**src/rtl/snoop_inv_arbiter.sv**
```systemverilog
// Two-core store-invalidate arbiter: each core queues line addresses of its stores,
// and the arbiter forwards them one at a time as invalidates to the opposite core's dcache.
module snoop_inv_arbiter #(
    parameter int DEPTH         = 4,
    parameter int LINE_OFFSET_W = 4
) (
    input  logic                            clk,
    input  logic                            rst_n,
    input  logic [1:0]                      req_valid,
    input  logic [1:0][31:0]                req_addr,
    output logic [1:0]                      req_ready,
    output logic [1:0]                      inv_valid,
    output logic [31:0]                     inv_addr,
    input  logic [1:0]                      inv_ack,
    output logic [1:0][$clog2(DEPTH):0]     pending,
    output logic                            busy
);

    localparam int PTR_W = $clog2(DEPTH);

    typedef enum logic {
        S_IDLE     = 1'b0,
        S_WAIT_ACK = 1'b1
    } state_t;

    state_t          r_state;
    state_t          w_state_next;
    logic            r_grant;
    logic            w_grant_next;
    logic            r_last_grant;
    logic            w_last_grant_next;
    logic [31:0]     r_inv_addr;
    logic [31:0]     w_inv_addr_next;
    logic [1:0]      w_pop;
    logic [1:0]      w_nonempty;
    logic [1:0][31:0] w_head;

    genvar gi;
    generate
        for (gi = 0; gi < 2; gi++) begin : g_queue
            logic [31:0]    r_mem [DEPTH];
            logic [PTR_W:0] r_wr_ptr;
            logic [PTR_W:0] r_rd_ptr;
            logic [31:0]    r_tail;
            logic [PTR_W:0] w_count;
            logic [31:0]    w_line;
            logic           w_full;
            logic           w_dup;
            logic           w_push;
            logic           w_unused_offset;

            assign w_line          = {req_addr[gi][31:LINE_OFFSET_W], {LINE_OFFSET_W{1'b0}}};
            assign w_unused_offset = &{1'b0, req_addr[gi][LINE_OFFSET_W-1:0]};
            assign w_count         = r_wr_ptr - r_rd_ptr;
            assign w_full          = (r_wr_ptr[PTR_W] != r_rd_ptr[PTR_W]) &&
                                     (r_wr_ptr[PTR_W-1:0] == r_rd_ptr[PTR_W-1:0]);
            // r_tail mirrors the newest entry, which stays resident while the queue is non-empty
            // (even if it is the head currently being invalidated).
            assign w_dup           = (w_count != '0) && (r_tail == w_line);
            assign w_push          = req_valid[gi] && !w_full && !w_dup;

            always_ff @(posedge clk) begin
                if (w_push) begin
                    r_mem[r_wr_ptr[PTR_W-1:0]] <= w_line;
                end
            end

            always_ff @(posedge clk) begin
                if (!rst_n) begin
                    r_wr_ptr <= '0;
                    r_rd_ptr <= '0;
                    r_tail   <= '0;
                end else begin
                    if (w_push) begin
                        r_wr_ptr <= r_wr_ptr + 1'b1;
                        r_tail   <= w_line;
                    end
                    if (w_pop[gi]) begin
                        r_rd_ptr <= r_rd_ptr + 1'b1;
                    end
                end
            end

            assign req_ready[gi]  = ~w_full;
            assign pending[gi]    = w_count;
            assign w_nonempty[gi] = (w_count != '0);
            assign w_head[gi]     = r_mem[r_rd_ptr[PTR_W-1:0]];
        end
    endgenerate

    always_ff @(posedge clk) begin
        if (!rst_n) begin
            r_state      <= S_IDLE;
            r_grant      <= 1'b0;
            r_last_grant <= 1'b1;
            r_inv_addr   <= '0;
        end else begin
            r_state      <= w_state_next;
            r_grant      <= w_grant_next;
            r_last_grant <= w_last_grant_next;
            r_inv_addr   <= w_inv_addr_next;
        end
    end

    // The invalidate target is always the core opposite the granted queue.
    always_comb begin
        w_state_next      = r_state;
        w_grant_next      = r_grant;
        w_last_grant_next = r_last_grant;
        w_inv_addr_next   = r_inv_addr;
        w_pop             = 2'b00;
        inv_valid         = 2'b00;
        case (r_state)
            S_IDLE: begin
                if (|w_nonempty) begin
                    w_grant_next    = (&w_nonempty) ? ~r_last_grant : ~w_nonempty[0];
                    w_inv_addr_next = w_head[w_grant_next];
                    w_state_next    = S_WAIT_ACK;
                end
            end
            S_WAIT_ACK: begin
                inv_valid[~r_grant] = 1'b1;
                if (inv_ack[~r_grant]) begin
                    w_pop[r_grant]    = 1'b1;
                    w_last_grant_next = r_grant;
                    w_state_next      = S_IDLE;
                end
            end
            default: begin
                w_state_next = S_IDLE;
            end
        endcase
    end

    assign inv_addr = r_inv_addr;
    assign busy     = (r_state != S_IDLE) || (|w_nonempty);

endmodule

```
**config.mk**
```make
export PLATFORM = sky130hd
export DESIGN_NAME = snoop_inv_arbiter
export DESIGN_NICKNAME = d
export VERILOG_FILES = /design/src/rtl/snoop_inv_arbiter.sv
export SDC_FILE = /design/constraint.sdc
export NUM_CORES = 1
export LEC_CHECK = 0
export CAP_MARGIN = 20
export CORE_UTILIZATION = 41
export CTS_CLUSTER_DIAMETER = 80
export DETAILED_ROUTE_END_ITERATION = 8
export PLACE_DENSITY_LB_ADDON = 0.12
export SYNTH_ARGS = -nofsm -noshare
export SYNTH_HDL_FRONTEND = slang
export SYNTH_SLANG_ARGS = --single-unit
export TNS_END_PERCENT = 30
```
**constraint.sdc**
```tcl
create_clock -name clk -period 7.2 [get_ports clk]
set_clock_uncertainty 0.2 [all_clocks]
set_input_delay 2.16 -clock clk [delete_from_list [all_inputs] [get_ports clk]]
set_output_delay 2.16 -clock clk [all_outputs]
set_load 0.05 [all_outputs]
```
==> results.md <==
- Setup crit start kind: register
- Synth area leader: edfxtp_1
- Final net count: 1,053
- Levels on crit path: 7
- Total CTS buffers: 35
- Hold Path Depth: 2
- Hold Buf Count CTS: 0
- CP bufs+invs: 2
- Remaining routing DRC violations: 0
- Max_slew headroom: 35.9%
- Fin area: 0.0159 sq mm
- Hold Vio Cnt, Final: 0
- Antenna violations before repair: 0
- TritonCTS clock tree: yes
- Iter 0 DRT Violations: 481
- Static Leak: 5.53 nW
- Die H: 182 um
- Status: finished, final reports clean
- Clk_lat worst skew: 0.52 ns
- Fin. max-slew vios: 0
- WHS: 0.267 ns
- Power Density: 341 mW/mm^2
- CP delay by family, top: buffers and inverters
- Avg WL per Cell: 19.9 um
- Reg clk slew, reported paths: 0.06 ns
- Max VDD drop: 0.341 mV
- CP cell instances: inv_1 > ha_1 > fa_1 > xor3_2 > nor3_4 > nand3b_1 > clkdlybuf4s50_1
- CP max stage delay: 0.72 ns
- RSZ-0062 raised after global routing: false
- Die footprint: 0.0331 sq mm
- F_max: 0.181 GHz
- Required @ worst endpoint: 4.84 ns
- CP endpoint kind: primary output
- Largest net degree at the start of global routing: 98
- R2r worst-path depth: 9
- Row count: 65
- Max clock buf depth: 3
- Seq/Total Area, Yosys: 66.2%
- Gr usage total: 17.4%
- Top Ports: 113
- Postcts setup bufs: 0
- Warning count from the yosys run: 0
- Die Span X: 182 um
- Maximum fanout along the worst path: 4
- Root Buffer: clkbuf_16
- Number of global-route vias before repair: 7,195
- Mean Syn Cell Area: 15.4 sq um
- #FFs+latches synth: 327
- Syn-to-layout area delta: 19.5%
- Global-route wire length before repair: 43,200 um
- Placed instance area: 0.0147 sq mm
- Vias: 7,162
- Fraction of layout cells with a size suffix above 1: 14.4%
- Critical path arrival: 3.15 ns
- Number of H-tree levels: 2
- Final setup fails: 0
- N_diodes: 0
- DR pass1 iterations: 4
- HP Class: reg2reg
- Post-synthesis cell count: 859
- Drt total wl: 27,700 um
- Crit path time final: 5.51 ns
- Post-DP HPWL: 17,400 um
- Number of port buffers: 100
- Vias per std cell: 5.13
- Period utilisation layout: 76.5%
- Synth area leaders: edfxtp_1, dfxtp_1, mux4_2
- Yosys top cell area share: 50.7%
- Core area: 0.0317 sq mm
- Yosys cell types: 32
- Critical path class: reg2out
- Mapped Area: 0.0133 sq mm
- Post-route ant nets: 0
- CP max stage cell: clkdlybuf4s50_1
- Worst slew pin tran: 0.962 ns
- GR Overflow Total: 0
- CTS resizes: 0
- Routability cong.: 0.715
- Filler cells: 2,697
- Max-cap violations: 0
- Initial Util: 41.8%
- Setup TNS: 0 ns
- Clock sink count: 327
==> cells in the final DEF, fill, tap and decap left out, types with 4 or more instances in the layout <==
cell / n
dfxtp_2: 4
dfxtp_1: 99
clkbuf_1: 9
o21ai_0: 17
edfxtp_1: 224
nand4_1: 14
nand2_1: 129
xnor2_1: 60
a21oi_4: 5
ha_1: 14
mux2i_1: 93
buf_4: 17
mux4_2: 56
and2_1: 13
clkbuf_8: 5
inv_1: 10
a21oi_1: 31
clkbuf_16: 36
o21ai_1: 12
clkdlybuf4s50_1: 99
nor2b_1: 4
clkinv_2: 6
nand3_1: 7
conb_1: 4
==> layer usage <==
metal	wire length (um)	track usage, %	part of all wire, %
met5	0	0	0
met4	475	4.64	1.7
met3	1430	3.67	5.2
met2	12800	27.5	46
met1	13000	24.4	47
==> where the power goes <==
group          switching, mW  internal (mW)  total [mW]  leakage (nW)
registers              0.117           2.19        2.31          2.91
clock network          0.710           1.08        1.79         0.569
logic                  0.809          0.490        1.30          2.05
total                   1.64           3.76        5.40          5.53
==> sequential cells by signal, summed over array words and instances, names as in the netlist, named ones only <==
register / cells
inv_addr: 28
r_state: 1
g_queue.r_rd_ptr: 6
r_grant: 1
g_queue.r_wr_ptr: 6
g_queue.r_mem: 224
r_last_grant: 1
g_queue.r_tail: 56
==> metrics by stage <==
stage	setup WS, ns	util [%]	std cells	power [mW]
3_3_place_gp	1.82	46.3	1331	3.65
3_5_place_dp	2.19	46.3	1332	3.66
5_1_grt	1.52	50.0	1395	5.64
6_report	1.69	50.0	1395	5.40
2_1_floorplan	2.60	-	862	3.22
4_1_cts	1.62	50.0	1395	5.47
==> worst reg2reg max path, stage by stage, from the launching register on <==
cell and delay, ns:
dfxtp_1 0.38, inv_1 0.11, ha_1 0.22, fa_1 0.37
xor3_2 0.26, nor3_4 0.43, nor4_4 0.15, a21oi_4 0.28
and2_1 0.16, buf_4 0.40
==> cells in the mapped netlist <==
library cell and number:
a21boi_0 1, a21oi_1 34, a21oi_4 2, and2_1 13
buf_2 9, buf_4 5, buf_6 7, clkbuf_1 28
conb_1 1, dfxtp_1 103, edfxtp_1 224, fa_1 2
ha_1 14, inv_1 10, mux2i_1 93, mux4_2 56
nand2_1 129, nand2b_1 2, nand3_1 7, nand3b_1 1
nand4_1 14, nor2_2 1, nor2b_1 4, nor3_4 1
nor4_1 2, nor4_4 2, o21ai_0 17, o21ai_1 12
o22ai_1 1, xnor2_1 60, xor2_1 2, xor3_2 2
==> cell families after synthesis <==
| logic type | after synthesis | synth area share, % |
|---|---|---|
| flip-flops | 327 | 66.2 |
| AND/OR/NAND/NOR | 176 | 6.11 |
| multiplexers | 149 | 16.5 |
| AO/OA/AOI/OAI | 67 | 2.73 |
| XOR/XNOR | 64 | 4.47 |
| buffers and inverters | 59 | 2.29 |
| adder cells (fa/ha/maj) | 16 | 1.62 |
| other | 1 | 0.0283 |
==> worst paths after layout <==
check                                                         start  slack (ns)                                 to
worst min-delay path              g_queue[0].r_tail[6]$_SDFFE_PN0P_        0.27  g_queue[0].r_tail[6]$_SDFFE_PN0P_
worst max register to register  g_queue[1].r_wr_ptr[0]$_SDFFE_PN0P_        3.86  g_queue[1].r_mem[0][13]$_DFFE_PP_
worst min register to register    g_queue[0].r_tail[6]$_SDFFE_PN0P_        0.27  g_queue[0].r_tail[6]$_SDFFE_PN0P_
worst max-delay path            g_queue[1].r_wr_ptr[0]$_SDFFE_PN0P_        1.69                               busy
==> layout make-up <==
| class | instances | area [sq um] | share of cell area (%) |
|---|---|---|---|
| Clock buffer | 50 | 1000 | 6.33 |
| Timing Repair Buffer | 117 | 1120 | 7.09 |
| Inverter | 10 | 37.5 | 0.237 |
| Tap cell | 402 | 503 | 3.17 |
| Clock inverter | 13 | 156 | 0.987 |
| Multi-Input combinational cell | 476 | 4240 | 26.7 |
| Sequential cell | 327 | 8790 | 55.5 |
Note: power is estimated with default switching activity, not from simulation.
